[config.mk]
export PLATFORM = sky130hd
export DESIGN_NAME = parity_chk_array_flat
export DESIGN_NICKNAME = d
export VERILOG_FILES = /design/src/rtl/parity_pkg.sv /design/src/rtl/parity_chk_array_if.sv /design/src/rtl/parity_lane_chk.sv /design/src/rtl/parity_chk_array.sv /design/src/flat_wrapper.sv
export SDC_FILE = /design/constraint.sdc
export NUM_CORES = 1
export LEC_CHECK = 0
export ABC_AREA = 1
export BUFFER_PORTS_ARGS = -buffer_cell sky130_fd_sc_hd__buf_2
export CELL_PAD_IN_SITES_DETAIL_PLACEMENT = 1
export CELL_PAD_IN_SITES_GLOBAL_PLACEMENT = 2
export CORE_ASPECT_RATIO = 1.25
export CORE_MARGIN = 5
export CORE_UTILIZATION = 36
export CTS_BUF_LIST = sky130_fd_sc_hd__clkbuf_4 sky130_fd_sc_hd__clkbuf_8 sky130_fd_sc_hd__clkbuf_16
export DETAILED_ROUTE_END_ITERATION = 8
export PLACE_DENSITY_LB_ADDON = 0.1
export SKIP_LAST_GASP = 1
export SYNTH_ARGS = -nofsm -noshare
export SYNTH_HDL_FRONTEND = slang
export SYNTH_SLANG_ARGS = --single-unit
[constraint.sdc]
create_clock -name ACLK -period 6.8 [get_ports ACLK]
set_clock_uncertainty 0.15 [all_clocks]
set_input_delay 1.36 -clock ACLK [delete_from_list [all_inputs] [get_ports ACLK]]
set_output_delay 1.36 -clock ACLK [all_outputs]
set_load 0.005 [all_outputs]
[src/rtl/parity_pkg.sv]
// Shared parity helpers for receive-side checkers and drive-side parity generators.
package parity_pkg;

  localparam int MAX_GRAN = 64;

  function automatic int calc_p(input int data_w, input int gran);
    return data_w / gran;
  endfunction

  function automatic int ch_idx_w(input int num_ch);
    return (num_ch > 1) ? $clog2(num_ch) : 1;
  endfunction

  function automatic bit gran_ok(input int data_w, input int gran);
    return (gran > 0) && (gran <= MAX_GRAN) && ((data_w % gran) == 0);
  endfunction

  // Lanes narrower than MAX_GRAN are zero-extended, which leaves the XOR unchanged.
  function automatic logic lane_parity(input logic [MAX_GRAN-1:0] lane, input logic odd);
    return (^lane) ^ odd;
  endfunction

endpackage

[src/rtl/parity_chk_array_if.sv]
// Snooped channel handshakes plus the checker's sticky error reporting.
interface parity_chk_array_if
  import parity_pkg::*;
#(
  parameter int NUM_CH = 4,
  parameter int DATA_W = 64,
  parameter int GRAN   = 8,
  parameter int CNT_W  = 8
);
  localparam int P    = calc_p(DATA_W, GRAN);
  localparam int CH_W = ch_idx_w(NUM_CH);

  logic [NUM_CH-1:0]        CH_VALID;
  logic [NUM_CH-1:0]        CH_READY;
  logic [NUM_CH*DATA_W-1:0] CH_DATA;
  logic [NUM_CH*P-1:0]      CH_PARITY;
  logic [NUM_CH-1:0]        ENERR;
  logic [NUM_CH-1:0]        FIERR;
  logic                     ERR_CLR;
  logic                     ERR;
  logic                     ERR_B;
  logic [NUM_CH-1:0]        ERR_VEC;
  logic [CH_W-1:0]          ERR_CH;
  logic [CNT_W-1:0]         ERR_CNT;

  modport master (
    output CH_VALID, CH_READY, CH_DATA, CH_PARITY, ENERR, FIERR, ERR_CLR,
    input  ERR, ERR_B, ERR_VEC, ERR_CH, ERR_CNT
  );

  modport slave (
    input  CH_VALID, CH_READY, CH_DATA, CH_PARITY, ENERR, FIERR, ERR_CLR,
    output ERR, ERR_B, ERR_VEC, ERR_CH, ERR_CNT
  );

endinterface

[src/rtl/parity_lane_chk.sv]
// One channel: registers the snooped beat, recomputes lane parity and flags a mismatch.
module parity_lane_chk
  import parity_pkg::*;
#(
  parameter int  DATA_W = 64,
  parameter int  GRAN   = 8,
  parameter int  ODD    = 0,
  localparam int P      = calc_p(DATA_W, GRAN)
) (
  input  logic              clk,
  input  logic              rst_n,
  input  logic              valid,
  input  logic              ready,
  input  logic              enerr,
  input  logic              fierr,
  input  logic [DATA_W-1:0] data,
  input  logic [P-1:0]      parity,
  output logic              fail
);

  logic              vld_p1;
  logic              fi_p1;
  logic [DATA_W-1:0] data_p1;
  logic [P-1:0]      par_p1;
  logic [P-1:0]      exp_par;
  logic [P-1:0]      rx_par;

  // Stage 1: capture the beat
  always_ff @(posedge clk or negedge rst_n) begin
    if (!rst_n) begin
      vld_p1  <= 1'b0;
      fi_p1   <= 1'b0;
      data_p1 <= '0;
      par_p1  <= '0;
    end else begin
      vld_p1 <= valid & ready & enerr;
      fi_p1  <= fierr & valid & ready;
      if (valid & ready) begin
        data_p1 <= data;
        par_p1  <= parity;
      end
    end
  end

  // Compare: injection corrupts only lane 0 of the received parity
  always_comb begin
    exp_par = '0;
    for (int l = 0; l < P; l++) begin
      exp_par[l] = lane_parity(MAX_GRAN'(data_p1[l*GRAN +: GRAN]), ODD != 0);
    end
    rx_par    = par_p1;
    rx_par[0] = par_p1[0] ^ fi_p1;
  end

  assign fail = vld_p1 & (exp_par != rx_par);

endmodule

[src/rtl/parity_chk_array.sv]
// Shared receive parity checker: per-channel lane checks feed sticky flags, first-channel and count.
module parity_chk_array
  import parity_pkg::*;
#(
  parameter int NUM_CH = 4,
  parameter int DATA_W = 64,
  parameter int GRAN   = 8,
  parameter int ODD    = 0,
  parameter int CNT_W  = 8
) (
  input logic                 ACLK,
  input logic                 RESETN_ACLK,
  parity_chk_array_if.slave   bus
);

  localparam int P    = calc_p(DATA_W, GRAN);
  localparam int CH_W = ch_idx_w(NUM_CH);
  localparam int PC_W = 5;

  if (!gran_ok(DATA_W, GRAN)) begin : g_gran_chk
    $error("parity_chk_array: DATA_W must be a positive multiple of GRAN");
  end

  logic [NUM_CH-1:0] fail;

  for (genvar c = 0; c < NUM_CH; c++) begin : g_ch
    parity_lane_chk #(
      .DATA_W (DATA_W),
      .GRAN   (GRAN),
      .ODD    (ODD)
    ) u_lane (
      .clk    (ACLK),
      .rst_n  (RESETN_ACLK),
      .valid  (bus.CH_VALID[c]),
      .ready  (bus.CH_READY[c]),
      .enerr  (bus.ENERR[c]),
      .fierr  (bus.FIERR[c]),
      .data   (bus.CH_DATA[c*DATA_W +: DATA_W]),
      .parity (bus.CH_PARITY[c*P +: P]),
      .fail   (fail[c])
    );
  end

  function automatic logic [PC_W-1:0] popcount(input logic [NUM_CH-1:0] f);
    logic [PC_W-1:0] n;
    n = '0;
    for (int i = 0; i < NUM_CH; i++) n = n + PC_W'(f[i]);
    return n;
  endfunction

  function automatic logic [CH_W-1:0] lowest_idx(input logic [NUM_CH-1:0] f);
    logic [CH_W-1:0] idx;
    idx = '0;
    for (int i = NUM_CH - 1; i >= 0; i--) begin
      if (f[i]) idx = i[CH_W-1:0];
    end
    return idx;
  endfunction

  function automatic logic [CNT_W-1:0] sat_add(input logic [CNT_W-1:0] a,
                                               input logic [PC_W-1:0]  b);
    logic [CNT_W+PC_W-1:0] s;
    s = {{PC_W{1'b0}}, a} + {{CNT_W{1'b0}}, b};
    if (s > {{PC_W{1'b0}}, {CNT_W{1'b1}}}) return '1;
    return s[CNT_W-1:0];
  endfunction

  logic [NUM_CH-1:0] err_vec, vec_base, vec_nxt;
  logic [CNT_W-1:0]  err_cnt, cnt_nxt;
  logic [CH_W-1:0]   err_ch, ch_nxt;
  logic              err, err_b;

  // A clear in the same cycle as a failure wipes old state before latching the new one
  always_comb begin
    vec_base = bus.ERR_CLR ? '0 : err_vec;
    vec_nxt  = vec_base | fail;
    cnt_nxt  = sat_add(bus.ERR_CLR ? '0 : err_cnt, popcount(fail));
    ch_nxt   = err_ch;
    if (vec_base == '0) ch_nxt = lowest_idx(fail);
  end

  // Stage 2: sticky reporting
  always_ff @(posedge ACLK or negedge RESETN_ACLK) begin
    if (!RESETN_ACLK) begin
      err_vec <= '0;
      err_cnt <= '0;
      err_ch  <= '0;
      err     <= 1'b0;
      err_b   <= 1'b1;
    end else begin
      err_vec <= vec_nxt;
      err_cnt <= cnt_nxt;
      err_ch  <= ch_nxt;
      err     <= |vec_nxt;
      err_b   <= ~(|vec_nxt);
    end
  end

  assign bus.ERR     = err;
  assign bus.ERR_B   = err_b;
  assign bus.ERR_VEC = err_vec;
  assign bus.ERR_CH  = err_ch;
  assign bus.ERR_CNT = err_cnt;

endmodule

[src/flat_wrapper.sv]
// flat-port wrapper written by rule: the top's interface ports become plain ports
module parity_chk_array_flat import parity_pkg::*;
#(
  parameter int NUM_CH = 4,
  parameter int DATA_W = 64,
  parameter int GRAN   = 8,
  parameter int ODD    = 0,
  parameter int CNT_W  = 8
)
  (ACLK, RESETN_ACLK, bus_CH_VALID, bus_CH_READY, bus_CH_DATA, bus_CH_PARITY, bus_ENERR, bus_FIERR, bus_ERR_CLR, bus_ERR, bus_ERR_B, bus_ERR_VEC, bus_ERR_CH, bus_ERR_CNT);
  parity_chk_array_if #(.NUM_CH(NUM_CH), .DATA_W(DATA_W), .GRAN(GRAN), .CNT_W(CNT_W)) bus_i ();
  input logic ACLK;
  input logic RESETN_ACLK;
  input wire logic [$bits(bus_i.CH_VALID)-1:0] bus_CH_VALID;
  input wire logic [$bits(bus_i.CH_READY)-1:0] bus_CH_READY;
  input wire logic [$bits(bus_i.CH_DATA)-1:0] bus_CH_DATA;
  input wire logic [$bits(bus_i.CH_PARITY)-1:0] bus_CH_PARITY;
  input wire logic [$bits(bus_i.ENERR)-1:0] bus_ENERR;
  input wire logic [$bits(bus_i.FIERR)-1:0] bus_FIERR;
  input wire logic [$bits(bus_i.ERR_CLR)-1:0] bus_ERR_CLR;
  output wire logic [$bits(bus_i.ERR)-1:0] bus_ERR;
  output wire logic [$bits(bus_i.ERR_B)-1:0] bus_ERR_B;
  output wire logic [$bits(bus_i.ERR_VEC)-1:0] bus_ERR_VEC;
  output wire logic [$bits(bus_i.ERR_CH)-1:0] bus_ERR_CH;
  output wire logic [$bits(bus_i.ERR_CNT)-1:0] bus_ERR_CNT;
  assign bus_i.CH_VALID = bus_CH_VALID;
  assign bus_i.CH_READY = bus_CH_READY;
  assign bus_i.CH_DATA = bus_CH_DATA;
  assign bus_i.CH_PARITY = bus_CH_PARITY;
  assign bus_i.ENERR = bus_ENERR;
  assign bus_i.FIERR = bus_FIERR;
  assign bus_i.ERR_CLR = bus_ERR_CLR;
  assign bus_ERR = bus_i.ERR;
  assign bus_ERR_B = bus_i.ERR_B;
  assign bus_ERR_VEC = bus_i.ERR_VEC;
  assign bus_ERR_CH = bus_i.ERR_CH;
  assign bus_ERR_CNT = bus_i.ERR_CNT;
  parity_chk_array #(.NUM_CH(NUM_CH), .DATA_W(DATA_W), .GRAN(GRAN), .ODD(ODD), .CNT_W(CNT_W)) u_core (.ACLK(ACLK), .RESETN_ACLK(RESETN_ACLK), .bus(bus_i));
endmodule
# Word-level counts from Yosys, hierarchy flattened
# Index checks and enable logic that the tools add are counted.
dict set report totals {
  reg_bits 312
}
dict set report classes {
  n_addsub 4
  n_lt_le_gt_ge 1
  eq_ne 4
  mux 9
  bitwise 26
  reduce_logical 34
}
# operator n
set op_table {}
lappend op_table {{$reduce_xor A64 Y1} 32}
lappend op_table {{$ne A8 B8 Y1} 4}
lappend op_table {{$mux W8} 3}
lappend op_table {{$and A1 B1 Y1} 20}
lappend op_table {{$gt A13 B8 Y1 const B} 1}
lappend op_table {{$add A5 B1 Y5} 2}
lappend op_table {{$add A8 B5 Y9} 1}
lappend op_table {{$mux W2} 4}
lappend op_table {{$logic_not A4 Y1} 1}
lappend op_table {{$mux W4} 1}
lappend op_table {{$or A4 B4 Y4} 1}
lappend op_table {{$reduce_or A4 Y1} 1}
lappend op_table {{$xor A1 B1 Y1} 4}
lappend op_table {{$add A1 B1 Y2} 1}
lappend op_table {{$mux W1} 1}
lappend op_table {{$not A1 Y1} 1}

# Longest topological paths before layout
# Gate-level depths: netlist of run 1.
dict set report depth {
  word_depth 10
  mapped_depth 26
  ltp_nobuf 26
}

# Modules after synthesis
# A second synthesis of run 1 with hierarchy kept.
dict set report unflattened {
  hier_cells 2001
  hier_area_um2 16139.2
}
# module instances cells_per_inst area_each_um2
set modules_own_cells {}
lappend modules_own_cells {parity_lane_chk 4 475 3813.7}
lappend modules_own_cells {parity_chk_array 1 101 884.6}

# Least setup slack after synthesis of run 1
# No wires, ideal clock.
dict set report synth_path {
  path_kind {register -> register}
  from {register u_core.g_ch[1].u_lane.data_p1[49]}
  to {register u_core.err_cnt[2], in the netlist u_core.bus.ERR_CNT[2]}
  arrival_ns 3.360
  required_ns 6.512
  slack_ns 3.152
  path_stages_with_launch 23
  n_path_buf 0
  period_less_slack_ns 3.648
  cell_sequence {dfrtp_1 xor2_1 nand2_1 nand2_1 or2_1 nand2_1 nand2_1 nand2_1 nand2_1 nor2_1 nand2_1 nand2_2 inv_1 ha_1 fa_1 ha_1 fa_1 nand2_1 inv_1 o21ai_0 nor2_1 nand4_1 o21ai_0}
}
dict set report synth_between {
  elab_chain_cells 10
}
# element line
set synth_rtl {}
lappend synth_rtl {{start: declaration} parity_lane_chk.sv:23} ;# logic [DATA_W-1:0] data_p1;
lappend synth_rtl {{start signal: assignment} parity_lane_chk.sv:39} ;# data_p1 <= data;
lappend synth_rtl {{$reduce_xor A64 Y1 *} parity_pkg.sv:20} ;# return (^lane) ^ odd;
lappend synth_rtl {{$ne A8 B8 Y1 *} parity_lane_chk.sv:55} ;# assign fail = vld_p1 & (exp_par != rx_par);
lappend synth_rtl {{$and A1 B1 Y1 *} parity_lane_chk.sv:55}
lappend synth_rtl {{$add A1 B1 Y2 *} parity_chk_array.sv:47} ;# for (int i = 0; i < NUM_CH; i++) n = n + PC_W'(f[i]);
lappend synth_rtl {{$add A5 B1 Y5 * (2 in a row)} parity_chk_array.sv:47}
lappend synth_rtl {{$add A8 B5 Y9 *} parity_chk_array.sv:63} ;# s = {{PC_W{1'b0}}, a} + {{CNT_W{1'b0}}, b};
lappend synth_rtl {{$gt A13 B8 Y1} parity_chk_array.sv:64} ;# if (s > {{PC_W{1'b0}}, {CNT_W{1'b1}}}) return '1;
lappend synth_rtl {{$mux W1} parity_chk_array.sv:64}
lappend synth_rtl {{$mux W8 *} parity_chk_array.sv:65} ;# return s[CNT_W-1:0];
lappend synth_rtl {{named net u_core.cnt_nxt[2]} parity_chk_array.sv:69} ;# logic [CNT_W-1:0] err_cnt, cnt_nxt;
lappend synth_rtl {{end signal: assignment} parity_chk_array.sv:92} ;# err_cnt <= cnt_nxt;
lappend synth_rtl {{end: declaration} parity_chk_array.sv:69}
# The timed path passes the listed nets; every way through them passes the cells marked *.
# A chain may end at the register's enable or synchronous reset.

# Worst setup path in the final report of run 1
dict set report layout_path {
  from {register u_core.g_ch[1].u_lane.data_p1[39]}
  to {register u_core.err_cnt[4], in the netlist u_core.bus.ERR_CNT[4]}
}
# Same word-level chain as after synthesis.

==> results of run 1 <==
## final cells by class
| class | count | area, sq um | area share [%] |
|---|---|---|---|
| antenna | 7 | 17.5 | 0.0918 |
| tap | 565 | 707 | 3.70 |
| clock inverter | 9 | 131 | 0.689 |
| sequential | 312 | 7810 | 40.9 |
| multi-input combinational | 1168 | 6870 | 36.0 |
| timing repair buffer | 327 | 1670 | 8.76 |
| inverter | 197 | 739 | 3.88 |
| clock buffer | 54 | 1140 | 5.97 |
## kinds of logic after synthesis
logic type | share of synthesized area [%]
AOI/OAI and AO/OA | 3.72
and+or+nand+nor | 19.2
muxes | 13.3
xor gates and xnor gates | 7.05
adders and majority gates | 0.660
buffers and inverters | 5.75
DFF | 50.3
## synth_stat cells (all sizes together)
cell type	n
nand2b	4
dfstp	1
o21ai	4
inv	196
o21a	1
a21oi	106
nor3	1
fa	2
nand2	505
clkbuf	32
o41ai	1
buf	9
nand3b	22
nor2	131
or2	6
nand3	68
xnor2	72
mux2	184
clkinv	1
xor2	53
dfrtp	311
nand4	3
ha	5
## sequential cells by signal (all words and copies together) (netlist names)
name and count:
u_core.bus.ERR_CH 2, u_core.g_ch.u_lane.data_p1 256, u_core.bus.ERR 1, u_core.g_ch.u_lane.par_p1 32, u_core.bus.ERR_CNT 8, u_core.g_ch.u_lane.fi_p1 4
u_core.g_ch.u_lane.vld_p1 4, u_core.bus.ERR_B 1, u_core.bus.ERR_VEC 4
## metrics by stage
stage	instance area [sq um]	hold WS [ps]	worst slack (ps)
final	19100	342	2750
after detailed placement	17800	330	2630
after floorplan	15500	322	3150
after CTS	19100	346	2620
after global routing	19100	380	2270
after global placement	17800	321	2740
## report_power, final
group | leakage, uW | total [uW] | internal [uW] | switching (uW)
logic | 0.00586 | 1320 | 611 | 713
registers | 0.00361 | 2290 | 2110 | 180
clock network | 0.000637 | 2050 | 1270 | 781
total | 0.0101 | 5670 | 4000 | 1670
## path summary, 6_finish.rpt
kind,end,slack [ps],cells after the start
min in group asynchronous,u_core.g_ch[3].u_lane.data_p1[10],660,1
hold reg to reg,u_core.bus.ERR_CH[1],340,2
hold / removal,u_core.bus.ERR_CH[1],340,2
setup / recovery,u_core.bus.ERR_CNT[4],2750,19
setup reg to reg,u_core.bus.ERR_CNT[4],2750,19
max in group asynchronous,u_core.g_ch[3].u_lane.data_p1[2],4270,2
## routing by layer
metal	global-route usage, %	wire [um]	vias to the layer above
met4	4.52	822	16
li1	-	-	6047
met1	18.9	15300	5882
met2	30.0	20400	212
met3	5.44	2580	60
met5	0	96	-
## critical path, delay by kind of cell (launching register included)
kind,cells,cell delay [ps]
compound gates,2,340
xor+xnor,2,400
fa+ha+maj,4,1470
buf+inv,2,120
flops,1,390
simple gates,9,1080
==> flow_summary.toml, run 1 <==
[clocking]
htreeDepth = 2
postCtsHoldBufs = 0
clk_latency_ps = 550
ctsResizeCount = 0
path_clk_slew_ps = 60
numCtsBuffers = 37
cts_tree = "done"
cts_setup_buffers = 0
cts.sinks = 312
cts_buffer_depth = 3
clockRootBuffer = "clkbuf_16"

[synthesis]
synth.distinct_cells = 28
synth_seq_cells = 312
synth_area_sq_um = 15500
ys_warn_count = 0
seq_area_frac_synth_pct = 50.3
syn_avg_cell_area_sq_um = 9.04
synthTopCellsByArea = "dfrtp_1 50%, mux2_2 13%, nand2_1 12%"
synth_area_leader_cell = "dfrtp_1"
syn_nets = 2032
syn_inst = 1718
yosys.area.top_type_share_pct = 50.1

[floorplanning]
die_w_um = 196
die_y_um = 242
die-area_sq_um = 47400
placementRows = 85
core_area_sq_um = 42900
io_pins = 323
start_util_pct = 36.3

[min_path]
min_from = "u_core.bus.ERR_CH[1]"
min_path_type = "flip-flop to flip-flop"

[power]
leakagePower_uw = 0.0101
cellPowerDensity_nw_per_um2 = 297
totalPowerFinal_uw = 5670
peakVddDrop_v = 0.000190

[drt]
antenna_left = 0
drtIter0Drc = 301
drcViolationCount = 0
wl_per_cell_um = 14.9
wl_um = 39200
vias_per_cell = 4.63
routed-via-count = 12200
first_pass_iters = 4

[layout]
final_layout_size_suffix_gt1_share_pct = 28.3
final_common_cell = "nand2_1"
postLayoutCoreUtil_pct = 44.5
final_cell_mix = "498 x nand2_1, 321 x buf_2, 311 x dfrtp_1"
final_cells = 2639
nFillCells = 5068
layout.nets = 2357
syn2layout_area_growth_pct = 22.8

[sta]
worst_pin_slew_ps = 997
slew_viol_final = 0
rsz0062_at_grt = "false"
tns_ps = 0
setup-violations-final = 0
fmax_mhz = 247
period_share_pct = 59.6
hold_viol_final = 0
slew_headroom_pct = 33.5
fin_crit_ps = 4050

[placement]
port_buffers = 322
place_congestion = 0.759
dp_hpwl_um = 29800
numPlacedInstances = 2569

[worst_setup_path]
crit_type = "flip-flop to flip-flop"
max_stage_delay_ps = 460
cp-startpoint = "u_core.g_ch[1].u_lane.data_p1[39]"
cp_common_cell = "nand2_1"
r2r_start = "u_core.g_ch[1].u_lane.data_p1[39]"
crit_chain = "xnor2_1 > xnor2_1 > nand3_1 > nand2_1 > nand3_1 > nor2_1 > nand2_1 > nand2_2 > inv_1 > ha_1 > fa_1 > ha_1 > fa_1 > nand2_1 > inv_1 > o21ai_0 > nor2_1 > nand4_1 > o21ai_0"
start_kind = "flip-flop"
crit_fanout = 8
cp.required_ps = 7060
arrival_ps = 4310
cpMaxStageDelayCell = "fa_1"
worst_setup_path_end_kind = "flip-flop"

[grt]
antenna_found_initial = 16
grt_max_degree = 134
grt_pass1_wl_um = 64900
grt_pass1_vias = 13500
grt_use_total_pct = 16.7
gr-total-overflow = 0

[run]
max_cap_violations = 0

[outcome]
outcome = "finished clean"
Note: power is estimated with default switching activity, not from simulation.
==> inputs of run 2 (changes only) <==
Settings changed: CORE_UTILIZATION 36 to 33.
Clock period 6.8 ns to 4 ns, I/O delays scaled along.
==> run 2 against run 1 <==
Against the previous run: combinational power up 74%; critical endpoint is now u_core.bus.ERR_CNT[5]; setup slack worse by 2500 ps; critical path type unchanged; first-iteration DRC count up 4.3%.
==> flow_summary.toml, run 2 (synthesized netlist as in run 1, its figures left out) <==
[clocking]
clk_latency_ps = 540
clockRootBuffer = "clkbuf_16"
cts_tree = "done"
path_clk_slew_ps = 60
postCtsHoldBufs = 0
htreeDepth = 2
cts_buffer_depth = 3
cts.sinks = 312
numCtsBuffers = 39

[power]
swShare_pct = 29.3
cellPowerDensity_nw_per_um2 = 513
p_seq_share_pct = 38.9
leakagePower_uw = 0.0102
p_int_uw = 7080
power.share.clock_pct = 38.1
peakVddDrop_v = 0.000315
switching_power_uw = 2930
combinationalPowerShare_pct = 23.0

[drt]
vias_per_cell = 4.49
wl_um = 41000
drtIter0Drc = 314
wl_per_cell_um = 15.0
drcViolationCount = 0
antenna_left = 0
first_pass_iters = 4
routed-via-count = 12300

[grt]
grtUsageMet2_pct = 28.0
use_met1_pct = 18.5
grtUsageMet3_pct = 5.34
grt_pass1_vias = 13300
grt_use_total_pct = 15.8
grt_pass1_wl_um = 66000
antenna_found_initial = 18
grt_max_degree = 86
busiest_layer = "met2"
gr-total-overflow = 0

[sta]
fin_ws_ps = 292
slew_viol_final = 0
worst_pin_slew_ps = 1020
fin_crit_ps = 3710
rsz0062_at_grt = "false"
hold_viol_final = 0
hold_ws_ps = 151
period_share_pct = 92.7
slew_headroom_pct = 32.3
fmax_mhz = 270
setup-violations-final = 0

[floorplanning]
die_w_um = 204
start_util_pct = 33.1
io_pins = 323
core_area_sq_um = 46900
placementRows = 89
die-area_sq_um = 51600
die_y_um = 253

[layout]
largest_reg_flops = 256
final_layout_size_suffix_gt1_share_pct = 29.6
nFillCells = 5490
final_cells = 2729
final_common_cell = "nand2_1"
syn2layout_area_growth_pct = 25.6
final_cell_mix = "494 x nand2_1, 321 x buf_2, 311 x dfrtp_1"
regMostFlops = "u_core.g_ch.u_lane.data_p1"
layout.nets = 2372

[worst_setup_path]
worst_setup_path_end_kind = "flip-flop"
ff2ff_setup_slack_ps = 290
r2r_cells = 22
arrival_ps = 3990
crit_type = "flip-flop to flip-flop"
r2r_start = "u_core.g_ch[1].u_lane.data_p1[25]"
crit_fanout = 6
worstReg2RegEnd = "u_core.bus.ERR_CNT[5]"
cp.required_ps = 4280
start_kind = "flip-flop"

[placement]
pre_cts_ws_ps = -30.9
place_congestion = 0.729
port_buffers = 322
dp_hpwl_um = 31200
numPlacedInstances = 2651

[min_path]
min_path_type = "input pin to asynchronous set/reset pin"

[run]
max_cap_violations = 0

[outcome]
outcome = "finished clean"
==> run 2: worst max-delay path: stages, from the launching register on <==
cell	delay, ps
dfrtp_1	420
xnor2_2	170
nand2_1	90
nand2_1	70
nand2_1	40
nand2_1	70
xor2_1	140
nand2_1	80
nor2_2	150
nand2_1	90
nand2_2	90
inv_1	80
ha_4	240
fa_2	370
ha_4	240
fa_2	380
nand2_1	60
inv_1	50
o21ai_2	160
nor2_2	70
nand4_1	180
buf_4	160
nand2_1	50
==> run 2: power groups by stage <==
stage / Sequential, uW / Clock (uW) / Combinational [uW]
2_1_floorplan: 3880 / 0 / 1680
3_3_place_gp: 3920 / 0 / 2270
3_5_place_dp: 3950 / 0 / 2340
4_1_cts: 3900 / 3980 / 2360
5_1_grt: 3950 / 4110 / 2670
6_report: 3890 / 3810 / 2300
==> run 2: timing repair <==
| item | 4_1_cts | 5_1_grt |
|---|---|---|
| setup endpoints to repair | 5 | 8 |
| pin swaps | 1 | 13 |
| resized for setup | 3 | 14 |
| setup buffers | 0 | 3 |
==> run 2: routing by layer <==
layer | wire length (um) | share of wire [%]
met3 | 2950 | 7.2
met4 | 697 | 1.7
met5 | 101 | 0.25
met2 | 20900 | 51
met1 | 16400 | 40
==> run 2: area by class of cell <==
type	count	area (sq um)	area share (%)
clock buffer	51	1130	5.77
clock inverter	16	267	1.37
sequential	312	7810	40.0
tap	637	797	4.08
inverter	197	739	3.79
antenna	8	20.0	0.103
timing repair buffer	340	1820	9.32
multi-input combinational	1168	6940	35.6
==> run 2: metrics by stage <==
stage	util, %	area, sq um	total power (uW)	setup TNS, ps
after floorplan	-	15500	5560	0
after global placement	38.4	18000	6190	0
after detailed placement	38.4	18000	6290	-94.8
after CTS	41.4	19400	10200	0
after global routing	41.6	19500	10700	0
final	41.6	19500	10000	0
==> run 2: how the worst max path moves through the flow <==
stage               depth (start not counted)                         startpoint                     to  slack, ps
detailed placement                         23  u_core.g_ch[1].u_lane.data_p1[33]  u_core.bus.ERR_CNT[5]        -30
global route                               24  u_core.g_ch[0].u_lane.data_p1[48]  u_core.bus.ERR_CNT[1]        0.3
finish                                     22  u_core.g_ch[1].u_lane.data_p1[25]  u_core.bus.ERR_CNT[5]        290
CTS                                        23  u_core.g_ch[0].u_lane.data_p1[43]  u_core.bus.ERR_CNT[5]         20
floorplan                                  22  u_core.g_ch[1].u_lane.data_p1[49]  u_core.bus.ERR_CNT[2]        350
global placement                           23  u_core.g_ch[1].u_lane.data_p1[33]  u_core.bus.ERR_CNT[5]         30
==> inputs of run 3 (changes only) <==
Settings changed: CORE_MARGIN 5 to 3.
==> run 3 against run 2 <==
Against the previous run: final area decreased by 0.33%; worst hold slack got worse by 22 ps; critical path type unchanged; utilization increased by 0.34 points; register-to-register slack about the same; fmax about the same; first-iteration DRC count decreased by 24%; clock power decreased by 5.2%; routed wire length decreased by 2.5%; global-route usage increased by 0.24 points; clock-buffer cell count increased by 4.
==> flow_summary.toml, run 3 (synthesized netlist as in run 1, its figures left out) <==
[outcome]
outcome = "finished clean"

[drt]
wl_um = 40000
first_pass_iters = 4
wl_met3_um = 2690
topRoutingLayerUsed = "met5"
wl_met1_um = 16200
drtIter0Drc = 240
antenna_left = 0
wl_per_cell_um = 14.7
drcViolationCount = 0
vias_per_cell = 4.50
routed-via-count = 12200
met2WireLength_um = 20200

[sta]
slew_viol_final = 0
tns_ps = 0
worst_pin_slew_ps = 1030
setup-violations-final = 0
fmax_mhz = 269
fin_crit_ps = 3710
hold_viol_final = 0
slew_headroom_pct = 31.2
period_share_pct = 92.8
fin_ws_ps = 289

[clocking]
cts.sinks = 312
postCtsHoldBufs = 0
numCtsBuffers = 38
cts_setup_buffers = 0
cts_tree = "done"
htreeDepth = 2
cts_buffer_depth = 3
path_clk_slew_ps = 60
clockRootBuffer = "clkbuf_16"
clk_latency_ps = 550

[layout]
layout.nets = 2370
nFillCells = 5461
final_cells = 2723
final_layout_size_suffix_gt1_share_pct = 29.6
largest_reg_flops = 256
final_cell_mix = "496 x nand2_1, 321 x buf_2, 311 x dfrtp_1"
syn2layout_area_growth_pct = 25.2
final_common_cell = "nand2_1"
regMostFlops = "u_core.g_ch.u_lane.data_p1"

[placement]
place_congestion = 0.736
port_buffers = 322
pre_cts_ws_ps = -91.5
numPlacedInstances = 2646
dp_hpwl_um = 30400

[grt]
grt_pass1_vias = 13100
antenna_found_initial = 17
grt_max_degree = 88
gr-total-overflow = 0
grt_pass1_wl_um = 64200
grt_use_total_pct = 16.1

[power]
cellPowerDensity_nw_per_um2 = 504
leakagePower_uw = 0.0102
peakVddDrop_v = 0.000394
totalPowerFinal_uw = 9810

[worst_setup_path]
cp_common_cell = "nand2_1"
start_kind = "flip-flop"
arrival_ps = 3980
crit_buf_inv = 3
cpMaxStageDelayCell = "fa_2"
cp.required_ps = 4270
crit_chain = "xor2_1 > nand2_1 > nand3b_1 > nand2_1 > nand2_1 > nand3_1 > nor2_2 > nand2_2 > nand2_2 > inv_1 > ha_4 > fa_2 > ha_4 > fa_2 > nand2_1 > inv_1 > o21ai_2 > nor2_2 > nand4_1 > buf_4 > nand2_1"
crit_family = "adder cells"
crit_fanout = 5
worst_setup_path_end_kind = "flip-flop"
max_stage_delay_ps = 460
crit_type = "flip-flop to flip-flop"

[floorplanning]
start_util_pct = 33.5
io_pins = 323
core_area_sq_um = 46400
die-area_sq_um = 49700
placementRows = 88
die_y_um = 249
die_w_um = 200

[run]
max_cap_violations = 0

[min_path]
min_path_type = "input pin to asynchronous set/reset pin"
run 3: layout make-up:
class,count,area (sq um),share of cell area (%)
inverter,197,739,3.80
multi-input combinational,1168,6960,35.8
clock inverter,11,130,0.669
timing repair buffer,339,1810,9.31
sequential,312,7810,40.1
clock buffer,55,1190,6.10
antenna,11,27.5,0.141
tap,630,788,4.05
run 3: power by group:
part | switching, uW | internal [uW]
Clock | 1370 | 2250
Combinational | 1240 | 1060
Sequential | 309 | 3590
Total | 2910 | 6900
run 3: through the flow:
stage          area, sq um  hold WS [ps]  util (%)
2_1_floorplan        15500           322         -
3_3_place_gp         18000           314      38.9
3_5_place_dp         18000           327      38.9
4_1_cts              19400           126      41.8
5_1_grt              19400           155      41.9
6_report             19500           129      42.0
run 3: per-layer routing:
metal  global-route usage [%]  vias up
li1                         -     6065
met1                     18.6     5880
met2                     28.4      214
met3                     5.18       67
met4                     4.29       18
met5                        0        -
run 3: what timing repair did:
action                     in CTS  in global routing
hold endpoints to repair        0                  0
gates resized for setup         7                 11
pin swaps                       2                  4
setup endpoints to repair       8                  8
gates cloned                    0                  0
run 3: final timing paths:
| kind | slack (ps) | start | to | depth (start not counted) |
|---|---|---|---|---|
| min in group ACLK | 310 | bus_ENERR[3] | u_core.g_ch[3].u_lane.vld_p1 | 3 |
| setup reg to reg | 290 | u_core.g_ch[0].u_lane.data_p1[4] | u_core.bus.ERR_CNT[6] | 21 |
| max in group asynchronous | 2570 | RESETN_ACLK | u_core.g_ch[2].u_lane.data_p1[1] | 3 |
| hold reg to reg | 340 | u_core.bus.ERR_CH[1] | u_core.bus.ERR_CH[1] | 2 |
| hold / removal | 130 | RESETN_ACLK | u_core.g_ch[0].u_lane.data_p1[46] | 1 |
| setup / recovery | 290 | u_core.g_ch[0].u_lane.data_p1[4] | u_core.bus.ERR_CNT[6] | 21 |
